File: config.mk
export PLATFORM = sky130hd
export DESIGN_NAME = core_seq
export DESIGN_NICKNAME = d
export VERILOG_FILES = /design/src/rtl/core_pkg.sv /design/src/rtl/shift_cnt.sv /design/src/rtl/core_seq.sv
export SDC_FILE = /design/constraint.sdc
export NUM_CORES = 1
export LEC_CHECK = 0
export CAP_MARGIN = 5
export CORE_ASPECT_RATIO = 0.8
export CORE_UTILIZATION = 35
export CTS_CLUSTER_SIZE = 40
export DETAILED_ROUTE_END_ITERATION = 6
export HOLD_SLACK_MARGIN = 0.08
export SLEW_MARGIN = 15
export SYNTH_ARGS = -nofsm -noshare
export SYNTH_HDL_FRONTEND = slang
export SYNTH_SLANG_ARGS = --single-unit
File: constraint.sdc
create_clock -name clk -period 1.6 [get_ports clk]
set_input_delay 0.32 -clock clk [delete_from_list [all_inputs] [get_ports clk]]
set_output_delay 0.32 -clock clk [all_outputs]
set_load 0.01 [all_outputs]
File: src/rtl/core_pkg.sv
// Shared types and constants for the core-array pass sequencer.
package core_pkg;

   typedef enum logic [2:0] {
      S_IDLE,
      S_INIT,
      S_EXEC,
      S_BIAS,
      S_DRAIN,
      S_UPDT,
      S_SHIFT,
      S_DONE
   } state_t;

   // Exec-to-accumulate pipeline depth inside each core.
   localparam int DRAIN_CYCLES = 3;

   // Value the d bus is forced to while d_one is high.
   localparam logic [15:0] BF16_ONE = 16'h3F80;

endpackage

File: src/rtl/shift_cnt.sv
// Down-counter with synchronous load, saturating at zero, with a zero flag.
module shift_cnt #(
   parameter int W = 5
) (
   input  logic         clk,
   input  logic         rst_n,
   input  logic         load,
   input  logic         dec,
   input  logic [W-1:0] load_val,
   output logic [W-1:0] q,
   output logic         zero
);

   always_ff @(posedge clk or negedge rst_n) begin
      if (!rst_n) begin
         q <= '0;
      end else if (load) begin
         q <= load_val;
      end else if (dec && (q != '0)) begin
         q <= q - W'(1);
      end
   end

   assign zero = (q == '0);

endmodule

File: src/rtl/core_seq.sv
// Sequencer for one dot-product pass across a chain of NCORE cores.
// Optional bias row (d bus forced to 1.0) enabled by macro CORE_SEQ_BIAS_EN.
//
//   state   | meaning
//   --------+-----------------------------------------------------------
//   IDLE    | waiting for start
//   INIT    | one cycle, clears all core accumulators
//   EXEC    | one MAC step per valid activation word, rows 0..last
//   BIAS    | one extra MAC step with d forced to 1.0 (bias build only)
//   DRAIN   | wait for the core MAC pipeline to settle
//   UPDT    | load results into the output chain, last core presented
//   SHIFT   | shift the chain, remaining cores presented high-to-low
//   DONE    | one-cycle completion pulse
module core_seq
   import core_pkg::*;
#(
   parameter int NCORE = 16
) (
   input  logic       clk,
   input  logic       rst_n,
   input  logic       start,
   input  logic [4:0] len,
   input  logic       d_valid,
   output logic       init,
   output logic       exec,
   output logic [4:0] ra,
   output logic       update,
   output logic       outr,
   output logic       nrm_en,
   output logic [4:0] res_idx,
   output logic       busy,
   output logic       done
`ifdef CORE_SEQ_BIAS_EN
   ,
   output logic       d_one
`endif
);

   localparam logic [4:0] LAST_IDX   = 5'(NCORE - 1);
   localparam logic [1:0] DRAIN_LOAD = 2'(DRAIN_CYCLES - 1);

   state_t     state;
   logic [4:0] last_row;
   logic [1:0] drain_cnt;
   logic       sc_load;
   logic       sc_dec;
   logic       sc_zero;

   // The output chain counter doubles as res_idx: it is zero whenever idle.
   assign sc_load = (state == S_DRAIN) && (drain_cnt == 2'd0);
   assign sc_dec  = (state == S_UPDT) || (state == S_SHIFT);

   shift_cnt #(
      .W(5)
   ) u_shift_cnt (
      .clk      (clk),
      .rst_n    (rst_n),
      .load     (sc_load),
      .dec      (sc_dec),
      .load_val (LAST_IDX),
      .q        (res_idx),
      .zero     (sc_zero)
   );

   always_ff @(posedge clk or negedge rst_n) begin
      if (!rst_n) begin
         state     <= S_IDLE;
         last_row  <= '0;
         drain_cnt <= '0;
         init      <= 1'b0;
         exec      <= 1'b0;
         ra        <= '0;
         update    <= 1'b0;
         outr      <= 1'b0;
         nrm_en    <= 1'b0;
         busy      <= 1'b0;
         done      <= 1'b0;
`ifdef CORE_SEQ_BIAS_EN
         d_one     <= 1'b0;
`endif
      end else begin
         init   <= 1'b0;
         update <= 1'b0;
         done   <= 1'b0;
         case (state)
            S_IDLE: begin
               if (start) begin
                  state <= S_INIT;
                  init  <= 1'b1;
                  busy  <= 1'b1;
`ifdef CORE_SEQ_BIAS_EN
                  // Bias takes the 32nd row, so len=0 leaves 31 data rows.
                  last_row <= (len == 5'd0) ? 5'd30 : len - 5'd1;
`else
                  last_row <= len - 5'd1;
`endif
               end
            end
            S_INIT: begin
               state <= S_EXEC;
               exec  <= d_valid;
               ra    <= '0;
            end
            S_EXEC: begin
               if (exec && (ra == last_row)) begin
`ifdef CORE_SEQ_BIAS_EN
                  state <= S_BIAS;
                  exec  <= 1'b1;
                  ra    <= ra + 5'd1;
                  d_one <= 1'b1;
`else
                  state     <= S_DRAIN;
                  exec      <= 1'b0;
                  ra        <= '0;
                  drain_cnt <= DRAIN_LOAD;
`endif
               end else begin
                  if (exec) begin
                     ra <= ra + 5'd1;
                  end
                  exec <= d_valid;
               end
            end
`ifdef CORE_SEQ_BIAS_EN
            S_BIAS: begin
               state     <= S_DRAIN;
               exec      <= 1'b0;
               ra        <= '0;
               d_one     <= 1'b0;
               drain_cnt <= DRAIN_LOAD;
            end
`endif
            S_DRAIN: begin
               if (drain_cnt == 2'd0) begin
                  state  <= S_UPDT;
                  update <= 1'b1;
                  outr   <= 1'b1;
                  nrm_en <= 1'b1;
               end else begin
                  drain_cnt <= drain_cnt - 2'd1;
               end
            end
            S_UPDT: begin
               state <= S_SHIFT;
            end
            S_SHIFT: begin
               if (sc_zero) begin
                  state  <= S_DONE;
                  outr   <= 1'b0;
                  nrm_en <= 1'b0;
                  done   <= 1'b1;
               end
            end
            S_DONE: begin
               state <= S_IDLE;
               busy  <= 1'b0;
            end
            default: begin
               state <= S_IDLE;
               exec  <= 1'b0;
               ra    <= '0;
               outr  <= 1'b0;
               nrm_en <= 1'b0;
               busy  <= 1'b0;
            end
         endcase
      end
   end

endmodule
# [Yosys cells after proc, flatten, opt, wreduce, memory -nomap -nowiden]
# Cells that the tools add are included.
[op_classes] mux=26 add_sub_neg=4 n_reduce_logical=19 bitwise=3 n_eq_ne=13
[op_table] op="5-bit 2-to-1 mux" count=4
[op_table] op="3-bit case mux with 6 select lines" count=1
[op_table] op="5-bit OR reduction" count=3
[op_table] op="3-bit == test, second input constant" count=4
[op_table] op="3-bit 2-to-1 mux" count=4
[op_table] op="1-bit 2-to-1 mux" count=10
[op_table] op="5-bit case mux with 2 select lines" count=1
[op_table] op="5-bit by 1-bit subtractor with 5-bit output, second input constant" count=2
[op_table] op="2-bit != test, second input constant" count=4
[op_table] op="1-bit case mux with 3 select lines" count=2
[op_table] op="2-bit AND reduction" count=3
[op_table] op="3-bit AND reduction" count=2
[op_table] op="5-bit by 1-bit adder with 5-bit output, second input constant" count=1
[op_table] op="5-bit == test" count=1
[op_table] op="5-bit logical NOT" count=1
[op_table] op="5-bit nonzero test" count=1
[op_table] op="2-bit 2-to-1 mux" count=2
[op_table] op="2-bit case mux with 2 select lines" count=1
[op_table] op="4-bit AND reduction" count=1
[op_table] op="2-bit nonzero test" count=2
[op_table] op="3-bit by 1-bit == test with 1-bit output, second input constant" count=1
[op_table] op="3-bit by 2-bit == test with 1-bit output, second input constant" count=1
[op_table] op="1-bit logical AND" count=3
[op_table] op="3-bit logical NOT" count=1
[op_table] op="7 further kinds" count=9
[word_totals] register_bits=26

# [Logic depth before layout (Yosys ltp)]
# Gate-level depths: netlist of the first run.
[depth] depth_word=5 depth_mapped=7

# [By module]
# From an unflattened synthesis of the first run, not the netlist that was laid out.
[hier_totals] hier_cells=158 hier_area_um2=1496.4
[by_module_without_submodules] mod="core_seq" seq_area_each_um2=525.5 cells_each=126 area_per_inst_um2=1192.4 n_inst=1
[by_module_without_submodules] mod="shift_cnt" seq_area_each_um2=125.1 cells_each=32 area_per_inst_um2=304.0 n_inst=1

# [Worst setup path after synthesis of the first run]
# No wires, ideal clock.
[synth_timing] path_type="reg2reg" start="register u_shift_cnt.q[0]" end="register nrm_en" path_slack_ns=-0.028 arrival_time_ns=1.508 stages_incl_launch_ff=7 period_less_slack_ns=1.628 required_ns=1.480 n_path_buf=0 path_cell_list="dfrtp_1 > inv_1 > ha_1 > or4b_4 > and3_1 > o21ai_1 > nand2_1"
[synth_between] elab_chain_len=3
[synth_rtl] item="from (decl)" line="shift_cnt.sv:10" text="output logic [W-1:0] q,"
[synth_rtl] item="from (signal assigned)" line="shift_cnt.sv:18" text="q <= load_val;"
[synth_rtl] item="from (signal assigned)" line="shift_cnt.sv:20" text="q <= q - W'(1);"
[synth_rtl] item="5-bit logical NOT" line="shift_cnt.sv:24" text="assign zero = (q == '0);"
[synth_rtl] item="2-bit != test (no source line)"
[synth_rtl] item="3-bit AND reduction (no source line)"
[synth_rtl] item="to (signal assigned)" line="core_seq.sv:75" text="nrm_en <= 1'b0;"
[synth_rtl] item="to (signal assigned)" line="core_seq.sv:138" text="nrm_en <= 1'b1;"
[synth_rtl] item="to (signal assigned)" line="core_seq.sv:150" text="nrm_en <= 1'b0;"
[synth_rtl] item="to (decl)" line="core_seq.sv:29" text="output logic nrm_en,"
# No other way between the ends.
# A chain may end at the register's enable or synchronous reset.

# [Worst setup path after layout of the first run]
[layout_timing] start="register u_shift_cnt.q[0]" end="register u_shift_cnt.q[0]"
[layout_between] elab_chain_len=3 word_cells_on_any_way=6
[layout_rtl] item="5-bit by 1-bit subtractor with 5-bit output or 5-bit nonzero test (tied branches)" line="shift_cnt.sv:20, shift_cnt.sv:19"
[layout_rtl] item="5-bit 2-to-1 mux or 1-bit logical AND (tied branches)" line="shift_cnt.sv:19" text="end else if (dec && (q != '0)) begin"
[layout_rtl] item="5-bit 2-to-1 mux or 2-bit nonzero test (tied branches)"
# Parallel ways exist; a longest one is shown, timed or not. The select of a mux whose other input is x is not followed.

==> results by group, run 1 <==
Run status
  – Status: finished with violations
  – Violated checks: setup timing

Floorplanning
  – Row count: 20
  – Starting Density: 37.66%
  – CORE AREA: 3904 µm²
  – # IOs: 26
  – Width of the die: 74.46 µm
  – Die H: 59.97 µm
  – Die area: between 4000 and 5000 µm²

Place
  – Detail Placement HPWL: 2503 µm
  – Number of port buffers: 25
  – Cell area after placement: between 1500 and 2000 µm²
  – Dpl ws: -67.98 ps
  – Final Wtd Congestion: 0.7881
  – Placed Cells: ~240

STA
  – Max Clk Rate: 0.6227 GHz
  – Slew margin rel.: 77.20%
  – Final setup vio count: 2
  – RSZ-0062 raised after global routing: yes
  – Clock Skews: ~3.2 ps
  – Min Tclk post-route: ~1600 ps
  – Final worst-path cycle share: 100.4%
  – Worst Max-Slew Pin Slew: 342.0 ps
  – Final Hold Violating Endpoints: 0
  – Worst hold slack: between 400 and 500 ps
  – Slew Limit Fails: 0
  – PnR worst setup slack: -5.845 ps

Worst setup path
  – R2r setup slk: -6 ps
  – Crit Path Category: reg -> reg
  – Worst r2r src: u_shift_cnt.q[0]$_DFFE_PN0P_
  – CP Capture Type: register
  – CP max FO: 4
  – R2R depth: 6
  – Data required, critical path: 1750 ps
  – Nature of the critical path startpoint: register
  – Critical register-to-register path endpoint: u_shift_cnt.q[0]$_DFFE_PN0P_
  – WP data arrival: around 1800 ps

Synthesis
  – Top-area cell type share of the netlist area: between 40 and 50%
  – Synth Area in Compound Gates: about a fifth
  – Yosys warning total: 0
  – Synthesis-stage register bit count: 26
  – Synth cell count leaders: dfrtp_1, nand2_1, inv_1
  – Largest family of logic cells by synthesized area: compound AO/OA/AOI/OAI gates
  – Post-synth EDFFs: 0
  – Post-synthesis simple-gate area fraction: 19.40%
  – Post-Synth Adder-Cell Area: 4.255%
  – Synth Instances: about 150
  – Synth top area cells: dfrtp_1, nand2_1, xnor2_1
  – Count leader, synth: dfrtp_1
  – Ys flop type: dfrtp_1
  – Sequential cell area fraction in the yosys report: 44.26%
  – Synth Area per Inst: 9.672 µm²
  – Post-Synth XOR/XNOR Area: 5.957%
  – Async S/R FF share, synth: 100.0%
  – Synthesized area: between 1000 and 1500 µm²
  – Syn Nets: 166
  – Synth area leader: dfrtp_1
  – Post-synthesis mux area share: less than 1%
  – Synth cell types: 46

Clock network
  – CTS max path bufs: 2
  – CTS Buf Count: 3
  – CTS Sinks: 26
  – Root buf cell: clkbuf_8
  – Worst skew pair latency: 270 ps
  – H-Tree Depth: 1
  – TritonCTS clock tree: yes
  – Hold_buf cts: 0
  – CTS clk-pin slew, worst paths: around 90 ps

Global route
  – Overflow after GRT: 0
  – Total track usage: 17.50%
  – Vias in the first global route: 1230
  – Global-route wire length before repair: 5858 µm
  – Largest net degree at the start of global routing: 27
  – Antenna violations before repair: 0

Detailed routing
  – Pre-Repair DR Iteration Count: 4
  – DRT antenna net count: 0
  – Routed wire length: roughly 3400 µm
  – DRC viols: 0
  – 1st-iter DRT viols: between 60 and 70
  – Vias per Instance: just over 5
  – DR vias: around 1300
  – DR WL/cell: around 14 µm

Layout
  – Final Instance Count excl. Fillers: 253
  – Fin area: 2056 µm²
  – # nets final: 213
  – Layout cell share with drive strength beyond 1: 23.74%
  – Final core occ: roughly 53%
  – Ant diodes: 0
  – Fill cells: 373
  – Syn-to-layout area delta: 39.83%

Worst hold path
  – Hold Crit Class: in -> async

Run
  – Max cap viols: 0

Pwr
  – Power density over the cells: about 1700 nW/µm²
  – Worst VDD drop: slightly below 1 mV
  – P_leak: 0.9391 nW
worst max-delay path, cell delays in order (launching register included):
cell	delay [ps]
dfrtp_1	400
inv_2	80
ha_4	140
or4b_4	510
o211ai_4	130
xnor2_1	150
nand2_1	70
worst max path at each step:
stage	from	to	slack [ps]	cells past startpoint
floorplan	u_shift_cnt.q[0]$_DFFE_PN0P_	nrm_en$_DFFE_PN0P_	20	6
global placement	start	last_row[4]$_DFFE_PN0P_	-40	5
detailed placement	start	last_row[2]$_DFFE_PN0P_	-70	5
CTS	u_shift_cnt.q[0]$_DFFE_PN0P_	u_shift_cnt.q[0]$_DFFE_PN0P_	-8	6
global route	u_shift_cnt.q[0]$_DFFE_PN0P_	u_shift_cnt.q[2]$_DFFE_PN0P_	-80	6
finish	u_shift_cnt.q[0]$_DFFE_PN0P_	u_shift_cnt.q[0]$_DFFE_PN0P_	-6	6
area by class of cell:
| class | count | area [µm²] | area share, % |
|---|---|---|---|
| Tap cell | 55 | 68.82 | 3.348 |
| Clock inverter | 1 | 30.03 | 1.461 |
| Sequential cell | 26 | 655.6 | 31.89 |
| Clock buffer | 3 | 41.29 | 2.009 |
| Multi-Input combinational cell | 108 | 784.5 | 38.16 |
| Inverter | 11 | 41.29 | 2.009 |
| Timing Repair Buffer | 49 | 434.2 | 21.12 |
cell usage in the layout (no fill, tap or decap), drive strengths merged, types with 3 or more instances in the layout:
master and count:
a31oi 4, nor3 3, nand2 20, clkbuf 3, a21oi 5, nor2b 3, clkdlybuf4s50 16, o211ai 3
dlymetal6s2s 4, nor2 7, o21ai 12, dlygate4sd2 5, buf 24, ha 5, dfrtp 26, nand2b 4
inv 11, xnor2 8
flip-flops by register name, summed over array words and instances, names as in the netlist:
name and cells:
drain_cnt 2, nrm_en 1, state 3, ra 5
u_shift_cnt.q 5, busy 1, done 1, last_row 5
init 1, update 1, exec 1
through the flow:
stage                     setup TNS (ps)  total power, mW
final                             -9.736            3.549
after global routing              -271.3            3.842
after CTS                         -7.609            3.461
after detailed placement          -299.8            2.891
after global placement            -149.9            2.830
after floorplan                        0            2.137
cell families after synthesis:
family	Yosys count
flops	26
compound gates	39
mux	1
xor+xnor	10
simple gates	53
buf+inv	18
fa+ha+maj	5
power breakdown:
group	switching [mW]	internal, mW	total [mW]
Clock	0.214	0.335	0.549
Combinational	0.901	0.975	1.88
Sequential	0.230	0.894	1.12
Total	1.35	2.20	3.55
timing repair:
item                                    CTS  global route
gates resized for setup                   9            10
endpoints found under the hold margin     0             0
pin swaps                                 2             3
buffers inserted                          3             5
endpoints found under the setup margin   10            16
per-layer routing:
layer / track usage (%) / share of wire (%) / up-vias / wire length (µm)
met3: 4.047 / 2.4 / 3 / 82
met2: 27.03 / 49 / 20 / 1679
met1: 25.42 / 49 / 639 / 1679
met5: 0 / 0 / - / 0
li1: - / - / 632 / -
met4: 2.695 / 0.20 / 0 / 7
Power figures use the tool's default switching activity.
==> inputs of run 2 (changes only) <==
SLEW_MARGIN = not set   (was 15)
==> results of run 2 <==
Final layout, timing and power as in run 1 (identical DEF).
